`config.mk`:
```
export PLATFORM = sky130hd
export DESIGN_NAME = shift_op_sequencer
export DESIGN_NICKNAME = d
export VERILOG_FILES = /design/src/rtl/shift_seq_pkg.sv /design/src/rtl/shift_cmd_fifo.sv /design/src/rtl/shift_op_sequencer.sv
export SDC_FILE = /design/constraint.sdc
export NUM_CORES = 1
export LEC_CHECK = 0
export ABC_CLOCK_PERIOD_IN_PS = 5800
export BUFFER_PORTS_ARGS = -buffer_cell sky130_fd_sc_hd__buf_2
export CORE_ASPECT_RATIO = 1.2
export CORE_UTILIZATION = 60
export CTS_CLUSTER_SIZE = 25
export DETAILED_ROUTE_END_ITERATION = 7
export GPL_ROUTABILITY_DRIVEN = 0
export GPL_TIMING_DRIVEN = 1
export PLACE_DENSITY = 0.89
export REMOVE_ABC_BUFFERS = 1
export SLEW_MARGIN = 0
export SYNTH_ARGS = -nofsm -noshare
export SYNTH_HDL_FRONTEND = slang
export SYNTH_SLANG_ARGS = --single-unit
```
`constraint.sdc`:
```
create_clock -name clk -period 5.8 [get_ports clk]
set_input_delay 0.29 -clock clk [delete_from_list [all_inputs] [get_ports clk]]
set_output_delay 0.29 -clock clk [all_outputs]
set_load 0.01 [all_outputs]
```
`src/rtl/shift_seq_pkg.sv`:
```
// Shared opcodes, FSM state encoding and command-word sizing for the shift
// operation sequencer and its command FIFO.
package shift_seq_pkg;

    localparam logic [2:0] OP_PAR = 3'd1;
    localparam logic [2:0] OP_LSL = 3'd2;
    localparam logic [2:0] OP_LSR = 3'd3;
    localparam logic [2:0] OP_ROL = 3'd4;
    localparam logic [2:0] OP_ROR = 3'd5;
    localparam logic [2:0] OP_SER = 3'd6;

    typedef enum logic [2:0] {
        ST_IDLE  = 3'd0,
        ST_ISSUE = 3'd1,
        ST_LOAD  = 3'd2,
        ST_SHIFT = 3'd3,
        ST_CAPT  = 3'd4,
        ST_RESP  = 3'd5
    } seq_state_t;

    // Queued command word is {op, amt, data}.
    function automatic int cmd_width(input int width);
        return 3 + 2 * (width + 1);
    endfunction

    function automatic logic op_is_illegal(input logic [2:0] op);
        return (op == 3'd0) || (op == 3'd7);
    endfunction

    function automatic logic op_uses_amt(input logic [2:0] op);
        return (op == OP_LSL) || (op == OP_LSR);
    endfunction

endpackage

```
`src/rtl/shift_cmd_fifo.sv`:
```
// Synchronous command FIFO (first-word fall-through) with full/empty/count.
// Pointers wrap modulo DEPTH, which must be a power of two.
module shift_cmd_fifo #(
    parameter int DW    = 35,
    parameter int DEPTH = 4
) (
    input  logic                       clk,
    input  logic                       res,
    input  logic                       push,
    input  logic                       pop,
    input  logic [DW-1:0]              wdata,
    output logic [DW-1:0]              rdata,
    output logic                       full,
    output logic                       empty,
    output logic [$clog2(DEPTH):0]     count
);

    localparam int AW = $clog2(DEPTH);
    localparam logic [AW-1:0] PTR_ONE  = AW'(1);
    localparam logic [AW:0]   CNT_ONE  = (AW + 1)'(1);
    localparam logic [AW:0]   CNT_FULL = (AW + 1)'(DEPTH);

    logic [DW-1:0] mem [DEPTH];
    logic [AW-1:0] wr_ptr;
    logic [AW-1:0] rd_ptr;
    logic          do_push;
    logic          do_pop;

    assign do_push = push & ~full;
    assign do_pop  = pop & ~empty;

    // NOTE: sequential state uses non-blocking assignments so every flop samples pre-edge values.
    always_ff @(posedge clk) begin
        if (!res) begin
            wr_ptr <= '0;
            rd_ptr <= '0;
            count  <= '0;
        end else begin
            if (do_push) wr_ptr <= wr_ptr + PTR_ONE;
            if (do_pop)  rd_ptr <= rd_ptr + PTR_ONE;
            case ({do_push, do_pop})
                2'b10:   count <= count + CNT_ONE;
                2'b01:   count <= count - CNT_ONE;
                default: count <= count;
            endcase
        end
    end

    // NOTE: storage is not reset; validity is tracked by the pointers and count alone.
    always_ff @(posedge clk) begin
        if (do_push) mem[wr_ptr] <= wdata;
    end

    assign rdata = mem[rd_ptr];
    assign full  = (count == CNT_FULL);
    assign empty = (count == '0);

endmodule

```
`src/rtl/shift_op_sequencer.sv`:
```
// Command scheduler in front of a universal shift register: queues commands, drives
// set/D/M/enable, deserialises serial mode. Optional: SHIFT_SEQ_ERR_CHECK_EN.
module shift_op_sequencer
    import shift_seq_pkg::*;
#(
    parameter int WIDTH      = 15,
    parameter int FIFO_DEPTH = 4
) (
    input  logic             clk,
    input  logic             res,
    input  logic             cmd_valid,
    output logic             cmd_ready,
    input  logic [2:0]       cmd_op,
    input  logic [WIDTH:0]   cmd_amt,
    input  logic [WIDTH:0]   cmd_data,
    output logic             rsp_valid,
    input  logic             rsp_ready,
    output logic [WIDTH:0]   rsp_data,
    output logic             rsp_err,
    output logic [2:0]       sr_set,
    output logic [WIDTH:0]   sr_d,
    output logic [WIDTH:0]   sr_m,
    output logic             sr_enable,
    input  logic [WIDTH:0]   sr_out
);

    localparam int DW    = WIDTH + 1;
    localparam int CW    = cmd_width(WIDTH);
    localparam int AW    = $clog2(FIFO_DEPTH);
    localparam int CNT_W = $clog2(WIDTH + 1);
    localparam logic [CNT_W-1:0] BIT_LAST = CNT_W'(WIDTH);
    localparam logic [CNT_W-1:0] BIT_ONE  = CNT_W'(1);

    logic [CW-1:0]    fifo_wdata;
    logic [CW-1:0]    fifo_rdata;
    logic             fifo_full;
    logic             fifo_empty;
    logic [AW:0]      unused_fifo_count;
    logic             push;
    logic             pop;

    logic [2:0]       head_op;
    logic [WIDTH:0]   head_amt;
    logic [WIDTH:0]   head_data;

    seq_state_t       state;
    logic             cur_serial;
    logic [CNT_W-1:0] bit_cnt;
    logic [WIDTH:0]   deser;

    assign fifo_wdata = {cmd_op, cmd_amt, cmd_data};
    assign head_op    = fifo_rdata[CW-1 -: 3];
    assign head_amt   = fifo_rdata[2*DW-1 -: DW];
    assign head_data  = fifo_rdata[DW-1:0];

    assign cmd_ready  = ~fifo_full;
    assign push       = cmd_valid & cmd_ready;
    assign pop        = (state == ST_IDLE) & ~fifo_empty;

    shift_cmd_fifo #(
        .DW    (CW),
        .DEPTH (FIFO_DEPTH)
    ) u_fifo (
        .clk   (clk),
        .res   (res),
        .push  (push),
        .pop   (pop),
        .wdata (fifo_wdata),
        .rdata (fifo_rdata),
        .full  (fifo_full),
        .empty (fifo_empty),
        .count (unused_fifo_count)
    );

`ifdef SHIFT_SEQ_ERR_CHECK_EN
    logic rsp_err_q;
    assign rsp_err = rsp_err_q;
`else
    assign rsp_err = 1'b0;
`endif

    always_ff @(posedge clk) begin
        if (!res) begin
            state      <= ST_IDLE;
            rsp_valid  <= 1'b0;
            rsp_data   <= '0;
            sr_set     <= OP_PAR;
            sr_d       <= '0;
            sr_m       <= '0;
            sr_enable  <= 1'b0;
            cur_serial <= 1'b0;
            bit_cnt    <= '0;
            deser      <= '0;
`ifdef SHIFT_SEQ_ERR_CHECK_EN
            rsp_err_q  <= 1'b0;
`endif
        end else begin
            case (state)
                ST_IDLE: begin
                    sr_set    <= OP_PAR;
                    sr_d      <= '0;
                    sr_m      <= '0;
                    sr_enable <= 1'b0;
                    if (!fifo_empty) begin
                        cur_serial <= (head_op == OP_SER);
`ifdef SHIFT_SEQ_ERR_CHECK_EN
                        if (op_is_illegal(head_op)) begin
                            state     <= ST_RESP;
                            rsp_valid <= 1'b1;
                            rsp_data  <= '0;
                            rsp_err_q <= 1'b1;
                        end else
`endif
                        if (head_op == OP_SER) begin
                            state     <= ST_LOAD;
                            sr_set    <= OP_SER;
                            sr_d      <= head_data;
                            sr_enable <= 1'b1;
                        end else begin
                            // Illegal opcodes only reach here when error checking is off.
                            state  <= ST_ISSUE;
                            sr_set <= op_is_illegal(head_op) ? OP_PAR : head_op;
                            sr_d   <= head_data;
                            sr_m   <= op_uses_amt(head_op) ? head_amt : '0;
                        end
                    end
                end
                ST_ISSUE: begin
                    state <= ST_CAPT;
                end
                ST_LOAD: begin
                    state     <= ST_SHIFT;
                    sr_enable <= 1'b0;
                    bit_cnt   <= '0;
                end
                ST_SHIFT: begin
                    // LSB-first stream: each new bit enters at the MSB.
                    deser   <= {sr_out[0], deser[WIDTH:1]};
                    bit_cnt <= bit_cnt + BIT_ONE;
                    if (bit_cnt == BIT_LAST) state <= ST_CAPT;
                end
                ST_CAPT: begin
                    state     <= ST_RESP;
                    rsp_valid <= 1'b1;
                    rsp_data  <= cur_serial ? deser : sr_out;
`ifdef SHIFT_SEQ_ERR_CHECK_EN
                    rsp_err_q <= 1'b0;
`endif
                    sr_set    <= OP_PAR;
                    sr_d      <= '0;
                    sr_m      <= '0;
                end
                ST_RESP: begin
                    if (rsp_ready) begin
                        rsp_valid <= 1'b0;
                        state     <= ST_IDLE;
                    end
                end
                default: begin
                    state <= ST_IDLE;
                end
            endcase
        end
    end

endmodule
```
==> run metrics <==
H-Tree Depth 1; Area Overhead vs Synth 17.8%; largest net degree at the start of global routing 85; delay of the slowest critical-path stage 0.60 ns; hold crit path type primary input to flop; Initial Utilization 61.8%; clock-pin slew on the worst setup and hold paths 0.06 ns; Antenna Nets Post-Route 0; drt first pass iters 8; CP Data Required Time 6.23 ns; die height 133 um; Hold Vio Cnt, Final 0; worst slew pin tran 1.21 ns; WS Path Type flop to flop; number of global-route vias before repair 5202; Mapped Cells 560; Peak supply drop 0.361 mV; CTS sink cnt 226; area leader, netlist edfxtp_1; final wirelength 18.1 mm; Reg-to-Reg Start state[0]; Worst slew margin 19.3%; Max Fclk 328 MHz; Lkg Pwr 3.76 nW; final setup violation count 0; Yosys warnings 0; Die Wd 111 um; Worst setup EP type flop; Post-CTS Setup Inserts 0; CTS tree yes; post-placement cell count 805; Post-Route Skew 0.00995 ns; # IOs 110; ant diodes 0; CORE AREA 13900 um^2; Setup crit start kind flop; non-filler cells in the finished layout 864; failing checks design-rule violations; RSZ-0062 raised after global routing false; routed length per instance 21.0 um; Tot GR Track Use 25.0%; Final Critical Period 3.05 ns; CP top delay family simple AND/OR/NAND/NOR gates; critical-path cell list nor3_1 -> nand2_1 -> inv_1 -> ha_1 -> inv_1 -> fa_1 -> xor2_1 -> or3_1 -> a21boi_0; setup TNS 0 ns; max-cap viol count 0; CTS resizes 0; final net count 739; global-route wire length before repair 28.4 mm; die area 14800 um^2; #FFs+latches synth 226; DRT iter0 DRCs 533; CTS max path bufs 3; post-synthesis async set-or-reset flop share 0%; root cell of the clock tree clkbuf_16; vias per inst 6.02; PwrDens 448 nW/um^2; crit-path max FO 20; GRT Residual Overflow 0; Synth Flop Type edfxtp_1; antenna violations before repair 1; Slowest-stage cell, CP inv_1; Fill cells 826; hold path cells 1; R2R Path End u_fifo.count[2]; status finished with violations; clk_lat worst skew 0.50 ns; Vias 5200; Post-synth EDFFs 140; total power after layout 4.55 mW; fin crit share 52.5%; worst path arrival time 3.47 ns; Worst Path Buf+Inv 2; hpwl dp 9.80 mm; row cnt 47; hold_ws 0.0160 ns; worst hold start cmd_amt[0]; Netlist cell types 45; Seq/Total Area, Yosys 68.8%; Hold Path Sink u_fifo.mem[3][16]; R2R depth 9; Port Buffer Count 108; # DRC 18; CTS buffer count 22; Syn Std Cell Area 8620 um^2; Max Slew Vio Count 0; most frequent CP cell inv_1; Yosys top cell area share 48.8%; layout cells sized above 1 27.1%; Syn Area/Cell 15.4 um^2; most area-consuming cells after synthesis edfxtp_1 (49%), dfxtp_1 (20%), mux4_2 (9.1%); r2r setup slk 2.75 ns
-- per-stage QoR --
| stage | util [%] | instance area [um^2] | setup WS, ns |
|---|---|---|---|
| after floorplan | - | 8450 | 2.63 |
| after global placement | 66.2 | 9230 | 2.97 |
| after detailed placement | 66.2 | 9230 | 2.83 |
| after CTS | 72.8 | 10200 | 2.73 |
| after global routing | 72.8 | 10200 | 2.57 |
| final | 72.8 | 10200 | 2.75 |
-- area by class of cell --
cell class / count / area (um^2) / area share (%)
multi-input cells: 290 / 2500 / 24.6
flip-flops and latches: 226 / 5930 / 58.4
clock buffers: 32 / 639 / 6.30
repair buffers: 129 / 746 / 7.35
inverters: 8 / 30.0 / 0.296
well taps: 171 / 214 / 2.11
clock inverters: 8 / 92.6 / 0.912
-- placed cells by master (no fill, tap or decap), drive strengths merged, types with 16 or more instances in the layout --
cell,Yosys,final
a21boi,21,21
a22oi,32,32
buf,10,110
clkbuf,26,32
dfxtp,86,86
dlygate4sd3,0,19
edfxtp,140,140
mux2i,16,16
mux4,35,35
nand2,60,60
nor2b,37,37
o211a,17,17
-- routing by layer --
metal / GRT usage, % / share of wire (%)
met2: 45.0 / 53
met3: 4.09 / 6.4
met4: 7.88 / 2.0
met5: 0 / 0
met1: 31.1 / 39
-- where the power goes --
group          total (mW)  switching [mW]  internal, mW
sequential           2.12           0.156          1.96
combinational       0.999           0.575         0.424
clock                1.44           0.579         0.856
total                4.55            1.31          3.24
-- cells in the mapped netlist (2+ instances only) --
master    instances
buf_6             2
or3_1             3
nor2b_1          37
nor3_1            5
a21boi_0         21
clkbuf_1         26
a22oi_1          31
dfxtp_1          86
xnor2_1           4
edfxtp_1        140
ha_1              6
nand3b_1          3
mux4_2           35
buf_2             4
inv_1             8
nand2_1          60
and3_1            4
mux2i_1          16
a32oi_1           2
o211a_1          17
a21oi_1           5
and2_1            9
o21ai_0           7
buf_4             3
nand3_1           2
nor2_1            5
-- registers in the layout, indices dropped and copies added (netlist names), named ones only --
name and cells:
bit_cnt 4, cur_serial 1, deser 16, rsp_data 16, rsp_valid 1, sr_d 16, sr_enable 1, sr_m 16
sr_set 3, state 3, u_fifo.count 3, u_fifo.mem 140, u_fifo.rd_ptr 2, u_fifo.wr_ptr 2
-- worst register-to-register path: stages, from the launching register on --
cell and delay, ns:
dfxtp_1 0.42, nor3_1 0.30, nand2_1 0.16, inv_1 0.60
ha_1 0.32, inv_1 0.07, fa_1 0.44, xor2_1 0.17
or3_1 0.31, a21boi_0 0.17
-- how the worst max path moves through the flow --
stage                           end      from  slack [ns]  cells after the start
finish              u_fifo.count[2]  state[0]        2.75                      9
detailed placement          sr_m[2]      flop        2.83                      5
CTS                         sr_m[2]      flop        2.73                      5
floorplan                  sr_m[14]      flop        2.63                      4
global placement    u_fifo.count[2]  state[0]        2.97                      9
global route        u_fifo.count[2]  state[0]        2.57                      9
-- cells by family (layout without fill, tap and decap cells) --
kind of cell	Yosys count	count (layout)	synth area share [%]
adder cells (fa/ha/maj)	7	7	1.10
flip-flops	226	226	68.8
multiplexers	51	51	11.0
AO/OA/AOI/OAI	89	89	7.99
buffers and inverters	44	177	2.28
AND/OR/NAND/NOR	137	137	8.31
XOR/XNOR	5	5	0.508
other	1	1	0.0435
-- timing repair --
item                                    CTS  global route
endpoints found under the hold margin    69             0
endpoints found under the setup margin    0             0
hold buffers                             19             0
Power figures use the tool's default switching activity.
